**config.mk**
```make
export PLATFORM = sky130hd
export DESIGN_NAME = ex_mux_pipe
export DESIGN_NICKNAME = d
export VERILOG_FILES = /design/src/rtl/ex_pkg.sv /design/src/rtl/mux_n_comb.sv /design/src/rtl/ex_mux_pipe.sv
export SDC_FILE = /design/constraint.sdc
export NUM_CORES = 1
export LEC_CHECK = 0
export ABC_AREA = 1
export CORE_AREA = 4 4 144 146
export DETAILED_ROUTE_END_ITERATION = 8
export DIE_AREA = 0 0 148 150
export PLACE_DENSITY = 0.75
export SETUP_SLACK_MARGIN = 0.5
export SLEW_MARGIN = 30
export SYNTH_ARGS = -nofsm -noshare
export SYNTH_HDL_FRONTEND = slang
export SYNTH_SLANG_ARGS = --single-unit
```
**constraint.sdc**
```tcl
create_clock -name clk -period 3.27 [get_ports clk]
set_input_delay 0.327 -clock clk [delete_from_list [all_inputs] [get_ports clk]]
set_output_delay 0.327 -clock clk [all_outputs]
set_load 0.02 [all_outputs]
```
**src/rtl/ex_pkg.sv**
```systemverilog
// Shared EX-stage definitions: operand-bus defaults and the skid-buffer state encoding.
package ex_pkg;

  localparam int unsigned EX_OPND_W    = 32;
  localparam int unsigned EX_MUX_N     = 10;
  localparam int unsigned EX_MUX_SEL_W = 4;
  localparam int unsigned EX_ERR_CNT_W = 16;

  typedef enum logic [1:0] {
    BUF_EMPTY = 2'd0,
    BUF_ONE   = 2'd1,
    BUF_FULL  = 2'd2
  } buf_state_e;

endpackage

```
**src/rtl/mux_n_comb.sv**
```systemverilog
// Combinational N:1 select with range check; result is {err, data}, data forced to zero on error.
module mux_n_comb #(
  parameter int unsigned N     = 10,
  parameter int unsigned WIDTH = 32,
  parameter int unsigned SEL_W = 4
) (
  input  logic [N*WIDTH-1:0] in_data_i,
  input  logic [SEL_W-1:0]   sel_i,
  output logic [WIDTH:0]     res_o
);

  always_comb begin
    res_o = '0;
    for (int unsigned k = 0; k < N; k++) begin
      if (sel_i == SEL_W'(k)) begin
        res_o[WIDTH-1:0] = in_data_i[k*WIDTH +: WIDTH];
      end
    end
    // Codes at or above N carry no input; they only raise the error bit.
    if (32'(sel_i) >= N) begin
      res_o[WIDTH] = 1'b1;
    end
  end

endmodule

```
**src/rtl/ex_mux_pipe.sv**
```systemverilog
// EX-stage operand selector: registered output behind a 2-entry skid buffer with a
// registered in_ready, plus a saturating count of out-of-range beats.
module ex_mux_pipe
  import ex_pkg::*;
#(
  parameter int unsigned N     = EX_MUX_N,
  parameter int unsigned WIDTH = EX_OPND_W,
  parameter int unsigned SEL_W = EX_MUX_SEL_W,
  parameter int unsigned CNT_W = EX_ERR_CNT_W
) (
  input  logic               clk,
  input  logic               rst_n,
  input  logic [N*WIDTH-1:0] in_data,
  input  logic [SEL_W-1:0]   in_sel,
  input  logic               in_valid,
  output logic               in_ready,
  output logic [WIDTH-1:0]   out_data,
  output logic               out_err,
  output logic               out_valid,
  input  logic               out_ready,
  output logic [CNT_W-1:0]   err_cnt,
  input  logic               err_clr
);

  logic [WIDTH:0]   res;
  logic [WIDTH:0]   main_q, main_d;
  logic [WIDTH:0]   skid_q, skid_d;
  buf_state_e       state_q, state_d;
  logic             in_ready_q, in_ready_d;
  logic [CNT_W-1:0] cnt_q, cnt_d;
  logic             accept;

  mux_n_comb #(
    .N     (N),
    .WIDTH (WIDTH),
    .SEL_W (SEL_W)
  ) u_mux (
    .in_data_i (in_data),
    .sel_i     (in_sel),
    .res_o     (res)
  );

  assign accept = in_valid & in_ready_q;

  always_comb begin
    state_d = state_q;
    main_d  = main_q;
    skid_d  = skid_q;
    case (state_q)
      BUF_EMPTY: begin
        if (accept) begin
          main_d  = res;
          state_d = BUF_ONE;
        end
      end
      BUF_ONE: begin
        if (accept && out_ready) begin
          main_d = res;
        end else if (accept) begin
          skid_d  = res;
          state_d = BUF_FULL;
        end else if (out_ready) begin
          state_d = BUF_EMPTY;
        end
      end
      BUF_FULL: begin
        if (out_ready) begin
          main_d  = skid_q;
          state_d = BUF_ONE;
        end
      end
      default: state_d = BUF_EMPTY;
    endcase

    // Ready is taken from the next state so it is a flop output, decoupled from out_ready.
    in_ready_d = (state_d != BUF_FULL);

    cnt_d = cnt_q;
    if (err_clr) begin
      cnt_d = '0;
    end else if (accept && res[WIDTH] && (cnt_q != '1)) begin
      cnt_d = cnt_q + 1'b1;
    end
  end

  always_ff @(posedge clk or negedge rst_n) begin
    if (!rst_n) begin
      state_q    <= BUF_EMPTY;
      main_q     <= '0;
      skid_q     <= '0;
      in_ready_q <= 1'b0;
      cnt_q      <= '0;
    end else begin
      state_q    <= state_d;
      main_q     <= main_d;
      skid_q     <= skid_d;
      in_ready_q <= in_ready_d;
      cnt_q      <= cnt_d;
    end
  end

  assign in_ready  = in_ready_q;
  assign out_valid = (state_q != BUF_EMPTY);
  assign out_data  = main_q[WIDTH-1:0];
  assign out_err   = main_q[WIDTH];
  assign err_cnt   = cnt_q;

endmodule

```
Yosys cells after proc, flatten, opt, wreduce, memory -nomap -nowiden
Cells that the tools add are included.

storage, ports and cells
  bits in registers = 85
  output and inout bits = 51
  bits of input ports = 329

cells by class
  reduce and logical (&&, ||, !) cells = 10
  multiplexer cells = 23
  equality and inequality tests = 16
  $lt $le $gt $ge = 1
  add/subtract/negate cells = 1
  bitwise logic cells = 2

operator list
  kind                   count
  $mux 32                10
  $mux 33                3
  $pmux 33 s3            1
  $mux 16                2
  $add 16x1->16 const B  1
  $eq 4x3->1 const B     4
  $ne 16x16->1 const B   1
  $mux 2                 5
  $eq 4x2->1 const B     2
  $eq 4x4->1 const B     2
  $ne 2x2->1 const B     4
  $pmux 2 s3             1
  $eq 4x1->1 const B     1
  $ge 4x4->1 const B     1
  $logic_not 4->1        1
  $reduce_and 4->1       1
  $reduce_bool 2->1      2
  $logic_and 1x1->1      3
  $reduce_and 3->1       1
  $reduce_bool 3->1      1
  $eq 2x1->1 const B     1
  $eq 2x2->1 const B     1
  $logic_not 2->1        1
  $and 1x1->1            1
  2 further kinds        2

Logic depth before layout (Yosys ltp)
Gate-level depths: netlist of the first run.

  word-level depth = 13
  depth in mapped cells = 13
  depth with buffers taken out = 12

Cells and area by module
Synthesis of the first run repeated with hierarchy kept, for this count alone.

unflattened totals
  cells, all modules = 1144
  area, all modules = 6717.7 um^2

modules (own cells, without submodules)
  module       cells each  area an instance (um^2)  sequential area each (um^2)  instances
  ex_mux_pipe  537         4140.2                   2127.0                       1
  mux_n_comb   607         2577.5                   0.0                          1

Worst setup path before layout of the first run
No wires, ideal clock.

  kind = register to register
  start point = register cnt_q[0] (netlist: err_cnt[0])
  end point = register cnt_q[7] (netlist: err_cnt[7])
  path slack = 1.524 ns
  stages on the path, launching flop included = 10
  arrival = 1.663 ns
  setup time = 0.083 ns
  period minus slack after synthesis = 1.746 ns
  path through = dfrtp_1 ha_1 nand3_2 nor3_2 nand3_1 nand3_4 inv_6 nor2_8 inv_2 o21ai_0

between the ends
  cells in the longest elaborated chain, start to end = 3
  elaborated cells on any way between the ends = 6

RTL lines
  item                                                  RTL line                              source
  start, declared                                       ex_mux_pipe.sv:30                     logic [CNT_W-1:0] cnt_q, cnt_d;
  start signal, assigned                                ex_mux_pipe.sv:98                     cnt_q <= cnt_d;
  $add 16x1->16 / $ne 16x16->1 (equally long branches)  ex_mux_pipe.sv:82, ex_mux_pipe.sv:81
  $mux 16 / $logic_and 1x1->1 (equally long branches)   ex_mux_pipe.sv:81                     end else if (accept && res[WIDTH] && (cnt_q != '1)) begin
  $mux 16 / $reduce_bool 2->1 (equally long branches)   n/a

Several ways; a longest one is shown, not always the timed one. The select of a mux whose other input is x is not followed.
A chain may end at the register's enable or synchronous reset.

Final worst setup path of the first run
  start point = input in_sel[2]
  end point = register main_q[1]

between the ends
  cells in the longest elaborated chain, start to end = 13
  elaborated cells on any way between the ends = 23

RTL lines
  item                               RTL line                              source
  start, declared                    ex_mux_pipe.sv:14                     input logic [SEL_W-1:0] in_sel,
  $logic_not 4->1                    mux_n_comb.sv:15                      if (sel_i == SEL_W'(k)) begin
  $mux 32 (9 in series)              mux_n_comb.sv:15
  $mux 32 (*)                        mux_n_comb.sv:15
  $mux 33, on equally long branches  ex_mux_pipe.sv:57, ex_mux_pipe.sv:51
  $pmux 33 s3 (*)                    ex_mux_pipe.sv:49                     case (state_q)
  end signal, assigned               ex_mux_pipe.sv:95                     main_q <= main_d;
  end, declared                      ex_mux_pipe.sv:26                     logic [WIDTH:0] main_q, main_d;

Every way passes the cells marked *; elsewhere a longest branch is shown, timed or not. The select of a mux whose other input is x is not followed.

==> reports/results.txt, run 1 <==
unrepaired setup endpoints after global routing - false
Site Rows - 51
Vias - 8,905
Inserted Clock Buffers - 9
I/O pin cnt - 380
clock skew - 0.00644 ns
DR iter-0 viols - 553
placer congestion estimate - 1.02
XOR/XNOR Fraction of Synth Area - 0.0101
WL final - 33.3 mm
fin crit period - 2.26 ns
crit path to - main_q[1]
Pwr per Cell Area - 431 nW/um^2
post-CTS setup buffer count - 0
final setup vio count - 0
Yosys cell types - 32
Clock Tree Buf Depth - 2
Sequential cell area - 2130 sq um
share of layout cells above drive strength 1 - 0.0541
Die Width - 148 um
Clk Latency, worst-skew pair - 0.35 ns
Sum Neg Setup Slack - 0 ns
largest family of logic cells by synthesized area - simple AND/OR/NAND/NOR gates
met1 WL - 13.6 mm
Worst R2R End - err_cnt[5]
die height - 150 um
Post-Syn Instances - 1,181
vias in the first global route - 8,783
Compound-Gate Fraction of Synth Area - 0.0680
Fillers - 1,960
simple-gate share of the synthesized area - 0.503
Max Cap Viol - 0
First-pass DRT Iterations - 7
EDFF count, synth - 0
CP startpoint kind - input pin
Reg2Reg Setup Slack - 1.27 ns
first-pass GRT wire length - 50.7 mm
hold buffers post-CTS - 0
Total Routing Usage GR - 0.295
Initial Util - 0.357
H-tree levels - 3
worst relative slew slack - 0.438
Synth Flop Type - dfrtp_1
met2 WL - 15.9 mm
Final Hold Viols - 0
R2R cell count - 9
CP max FO - 55
initial antenna violation count - 6
nets@finish - 1,858
per-cell routed wire length - 18.5 um
TritonCTS clock tree - done
worst reg2reg path startpoint - err_cnt[0]
worst hold path type - input pin to asynchronous set/reset pin
Yosys warning count - 0
Data arrival, critical path - 2.49 ns
mux share of post-synthesis cell area - 0
Mapped Area - 6920 sq um
Post-Layout Cell Count - 1,799
f_max - 443 MHz
register clock-pin slew on the reported worst setup and hold paths - 0.06 ns
final worst-path cycle share - 0.691
multi-input logic area - 4060 sq um
Final ANT Viol Nets - 0
Seq/Total Area, Yosys - 0.307
crit path kind - input pin to flip-flop
CP startpoint - in_sel[2]
Critical Path RT - 3.51 ns
Seq cells post-synth - 85
largest net degree at the start of global routing - 80
ys async rst share - 1.00
Detail Route met3 WL - 3.09 mm
P&R area growth vs syn - 62.3%
syn_nets - 1,511
Core Area - 19,400 sq um
VDD IR-drop max - 0.283 mV
Inst Count DP - 1,782
fin area - 11,200 sq um
Worst-Margin Slew - 0.843 ns
critical path capture point type - flip-flop
vias per inst - 4.95
# clock sinks - 85
Synth Area in Adders - 0.00181
overflow left after global routing - 0
DP Area - 11,000 sq um
post-cts resize count - 0
full die area - 22,200 sq um
Top Layer Used - met5
Pleak - 5.27 nW
Slew Viols, Final - 0
outcome - finished clean
DRC violations left - 0
Mean Syn Cell Area - 5.86 sq um
post-layout util - 0.579
Port Buffer Count - 379
hpwl dp - 26.5 mm
Root Buffer - clkbuf_16
[worst min-delay path by stage]
stage | cells after the start | to | slack [ns] | startpoint
finish | 1 | err_cnt[10] | 0.08 | rst_n
global route | 1 | err_cnt[7] | 0.15 | rst_n
CTS | 1 | err_cnt[10] | 0.11 | rst_n
detailed placement | 2 | main_q[21] | 0.46 | main_q[21]
global placement | 2 | main_q[31] | 0.46 | main_q[31]
floorplan | 0 | err_cnt[0] | 0.03 | rst_n
[layer usage]
layer  vias to the layer above  global-route usage
met3                        50               0.101
li1                       4428                   -
met1                      4061               0.356
met2                       356               0.507
met5                         -                   0
met4                        10              0.0739
[layout make-up]
cell class / instances / share of cell area
well taps: 265 / 0.0295
clock buffers: 11 / 0.0207
multi-input cells: 909 / 0.362
flip-flops and latches: 85 / 0.189
diodes: 1 / 0.000223
clock inverters: 5 / 0.00245
inverters: 125 / 0.0425
repair buffers: 398 / 0.354
[per-stage QoR]
stage	setup WS [ns]	hold slack, ns	power [mW]
after floorplan	1.52	0.0314	2.76
after global placement	0.743	0.462	3.88
after detailed placement	0.709	0.465	3.92
after CTS	1.06	0.112	4.86
after global routing	0.829	0.148	5.17
final	1.01	0.0797	4.84
[report_power, final]
group / total, mW / switching, mW / leakage [nW] / internal (mW)
Clock: 0.933 / 0.423 / 0.129 / 0.510
Sequential: 1.68 / 0.228 / 1.06 / 1.45
Combinational: 2.22 / 1.17 / 4.08 / 1.05
Total: 4.84 / 1.82 / 5.27 / 3.02
[worst max-delay path: stages]
cell and delay (ns):
clkdlybuf4s50_1 0.63, nand2_2 0.17, nor2_4 0.11, buf_4 0.52, nand2_1 0.13, nand2_1 0.11
nand3_1 0.13, nand2_1 0.11, nand3_1 0.07, nand2_1 0.10, nand2_1 0.05
[cell families after synthesis]
group / count (synthesis)
fa+ha+maj: 1
flops: 85
compound gates: 84
buf+inv: 187
xor+xnor: 8
simple gates: 816
[cell usage in the layout (no fill, tap or decap), types with 2 or more instances in the layout]
master / count
clkinv_2: 4
inv_1: 118
nand2_1: 395
nor2_2: 3
nor2_4: 3
clkbuf_16: 9
clkbuf_1: 2
or2_2: 29
a31oi_1: 30
a21oi_1: 31
o21ai_0: 17
xor2_1: 7
buf_4: 17
nor3_2: 2
o31ai_1: 5
nand4_1: 25
inv_2: 4
dfrtp_1: 85
nand2_2: 3
buf_12: 3
nand3_1: 173
nor2_1: 177
nor3_1: 2
clkdlybuf4s50_1: 378
[flip-flops by register name (all words and copies together) (netlist names)]
register / count
main_q: 33
state_q: 2
in_ready: 1
err_cnt: 16
skid_q: 33
[synthesized netlist by cell type (5+ instances only)]
library cell | number | area share
clkbuf_1 | 36 | 0.020
nand4_1 | 25 | 0.023
o31ai_1 | 5 | 0.0054
dfrtp_1 | 85 | 0.31
xor2_1 | 7 | 0.0089
inv_1 | 120 | 0.065
or2_2 | 29 | 0.026
a31oi_1 | 30 | 0.027
o21ai_0 | 17 | 0.012
buf_2 | 19 | 0.014
nand2_1 | 396 | 0.21
nor2_1 | 180 | 0.098
nand3_1 | 173 | 0.13
a21oi_1 | 31 | 0.022
Note: power is estimated with default switching activity, not from simulation.
==> run 2: changes to the inputs <==
--- a/config.mk
+++ b/config.mk
@@ -6,10 +6,10 @@
 export NUM_CORES = 1
 export LEC_CHECK = 0
 export ABC_AREA = 1
-export CORE_AREA = 4 4 144 146
+export CORE_AREA = 4 4 145 147
 export DETAILED_ROUTE_END_ITERATION = 8
-export DIE_AREA = 0 0 148 150
-export PLACE_DENSITY = 0.75
+export DIE_AREA = 0 0 149 151
+export PLACE_DENSITY = 0.74
 export SETUP_SLACK_MARGIN = 0.5
 export SLEW_MARGIN = 30
 export SYNTH_ARGS = -nofsm -noshare
==> constraint.sdc (replaced) <==
create_clock -name clk -period 2.27 [get_ports clk]
set_input_delay 0.227 -clock clk [delete_from_list [all_inputs] [get_ports clk]]
set_output_delay 0.227 -clock clk [all_outputs]
set_load 0.02 [all_outputs]
==> run 2 against run 1 <==
Compared with the run above:
- first-iteration DRC count is 0.90% lower
- clock-buffer cell count is the same
- worst setup slack worse by 0.49 ns
- hold slack better by 0.35 ns
==> reports/results.txt, run 2 (synthesis gave the netlist of run 1 again) <==
Max Cap Viol - 0 (unchanged)
commonest non-fill, non-tap cell in the layout - nand2_1
most frequent cells in the layout - nand2_1, clkdlybuf4s50_1, nor2_1, nand3_1, inv_1
initial antenna violation count - 6 (unchanged)
post-place setup slack - -0.0103 ns (-0.720 ns)
worst relative slew slack - 0.597 (+0.160)
fin crit period - 1.75 ns
Pwr per Cell Area - 623 nW/um^2 (+45%)
I/O pin cnt - 380 (unchanged)
vias per inst - 5.00 (+1.1%)
TritonCTS clock tree - done
H-tree levels - 3 (unchanged)
Total Routing Usage GR - 0.289 (-0.00622)
outcome - finished clean
final setup vio count - 0 (unchanged)
per-cell routed wire length - 18.2 um (-1.8%)
Site Rows - 52 (+2.0%)
register clock-pin slew on the reported worst setup and hold paths - 0.06 ns (about the same)
full die area - 22,500 sq um (+1.3%)
largest net degree at the start of global routing - 66 (-18%)
critical path capture point type - output port
critical path's slowest cell - clkdlybuf4s50_1
WL final - 33.4 mm (+0.39%)
post-layout util - 0.594 (+0.0152)
Vias - 9,204 (+3.4%)
crit path kind - flip-flop to output port
Die Width - 149 um (+0.68%)
Worst-Margin Slew - 0.604 ns (-0.239 ns)
Final ANT Viol Nets - 0 (unchanged)
Initial Util - 0.348 (-0.00915)
Crit path buffers/inverters - 1 (-1)
global routing met3 resource utilization - 0.0685 (-0.0329)
clock skew - 0.00815 ns (+0.00170 ns)
final worst-path cycle share - 0.769
CP startpoint kind - flip-flop
Pleak - 5.56 nW (+5.6%)
met1 Usage GRT - 0.358 (+0.00168)
Clock Tree Buf Depth - 2 (unchanged)
Reg2Reg Setup Slack - 0.52 ns (-0.75 ns)
DRC violations left - 0 (unchanged)
Crit path max-delay family - buffers and inverters
setup ws final - 0.525 ns (-0.486 ns)
DR iter-0 viols - 548 (-0.90%)
P&R area growth vs syn - 70.9%
CP peak stage delay - 0.68 ns (+0.05 ns)
worst hold path type - input pin to asynchronous set/reset pin
CP max FO - 6 (-89%)
Final Power - 7.37 mW (+52%)
Post-Layout Cell Count - 1,840 (+2.3%)
vias in the first global route - 8,980 (+2.2%)
Port Buffer Count - 379 (unchanged)
VDD IR-drop max - 0.378 mV (+33%)
# clock sinks - 85 (unchanged)
layer with the highest usage - met2
Global Route met2 Usage - 0.509 (+0.00175)
hpwl dp - 26.7 mm (+0.79%)
crit-path cells - clkdlybuf4s50_1
placer congestion estimate - 0.962 (-5.9%)
Root Buffer - clkbuf_16
unrepaired setup endpoints after global routing - true
nets@finish - 1,894 (+1.9%)
First-pass DRT Iterations - 5 (-2)
Core Area - 19,900 sq um (+2.6%)
die height - 151 um (+0.67%)
Critical Path RT - 2.04 ns (-1.47 ns)
Inserted Clock Buffers - 9 (unchanged)
Final Hold Viols - 0 (unchanged)
Clk Latency, worst-skew pair - 0.34 ns (about the same)
first-pass GRT wire length - 50.4 mm (-0.69%)
share of layout cells above drive strength 1 - 0.0867 (+0.0325)
overflow left after global routing - 0 (unchanged)
Inst Count DP - 1,808 (+1.5%)
Data arrival, critical path - 1.52 ns (-0.97 ns)
f_max - 573 MHz
Slew Viols, Final - 0 (unchanged)
==> run 2: changes by cell type in the layout (fill, tap and decap cells not counted), moves of 4 or more <==
cell,change
buf_4,+20
buf_12,+13
o21ai_0,-6
clkdlybuf4s50_1,-5
nor2_1,-4
==> run 2: metal layers <==
| layer | vias to the layer above | wire [um] |
|---|---|---|
| met4 | 10 | 827 |
| met2 | 422 | 16100 |
| li1 | 4512 | - |
| met5 | - | 71 |
| met3 | 58 | 2960 |
| met1 | 4202 | 13400 |
==> run 2: metrics by stage <==
stage               area (sq um)  setup TNS (ns)  hold WS [ns]
global route               11800               0         0.494
detailed placement         11300         -0.0243         0.280
finish                     11800               0         0.430
floorplan                   6920               0       -0.0686
global placement           11300               0         0.271
CTS                        11700               0         0.454
==> run 2: area by class of cell <==
class,count,area (sq um)
diodes,1,2.50
well taps,270,338
repair buffers,434,4430
multi-input cells,909,4120
clock buffers,11,243
flip-flops and latches,85,2130
fillers,1876,8080
clock inverters,5,82.6
inverters,125,490
==> run 2: power breakdown <==
part / switching [mW] / internal, mW / total [mW] / leakage, nW
Clock: 0.621 / 0.999 / 1.62 / 0.160
Sequential: 0.324 / 2.09 / 2.42 / 1.06
Combinational: 1.73 / 1.61 / 3.34 / 4.34
==> run 2: worst paths after layout <==
check | start | to | depth (start not counted)
setup reg to reg | err_cnt[4] | err_cnt[12] | 11
max in group asynchronous | rst_n | skid_q[29] | 3
setup / recovery | err_cnt[8] | err_cnt[8] | 1
min in group clk | main_q[26] | main_q[26] | 2
hold reg to reg | main_q[26] | main_q[26] | 2
hold / removal | rst_n | err_cnt[7] | 2
==> run 2: what timing repair did <==
item                                    in CTS  in global routing
cloned                                       0                  1
hold buffers                                 1                  0
pin swaps                                    2                  6
setup buffers                                8                  5
gates resized for setup                     13                 30
endpoints found under the setup margin      75                 47
endpoints found under the hold margin       41                  0
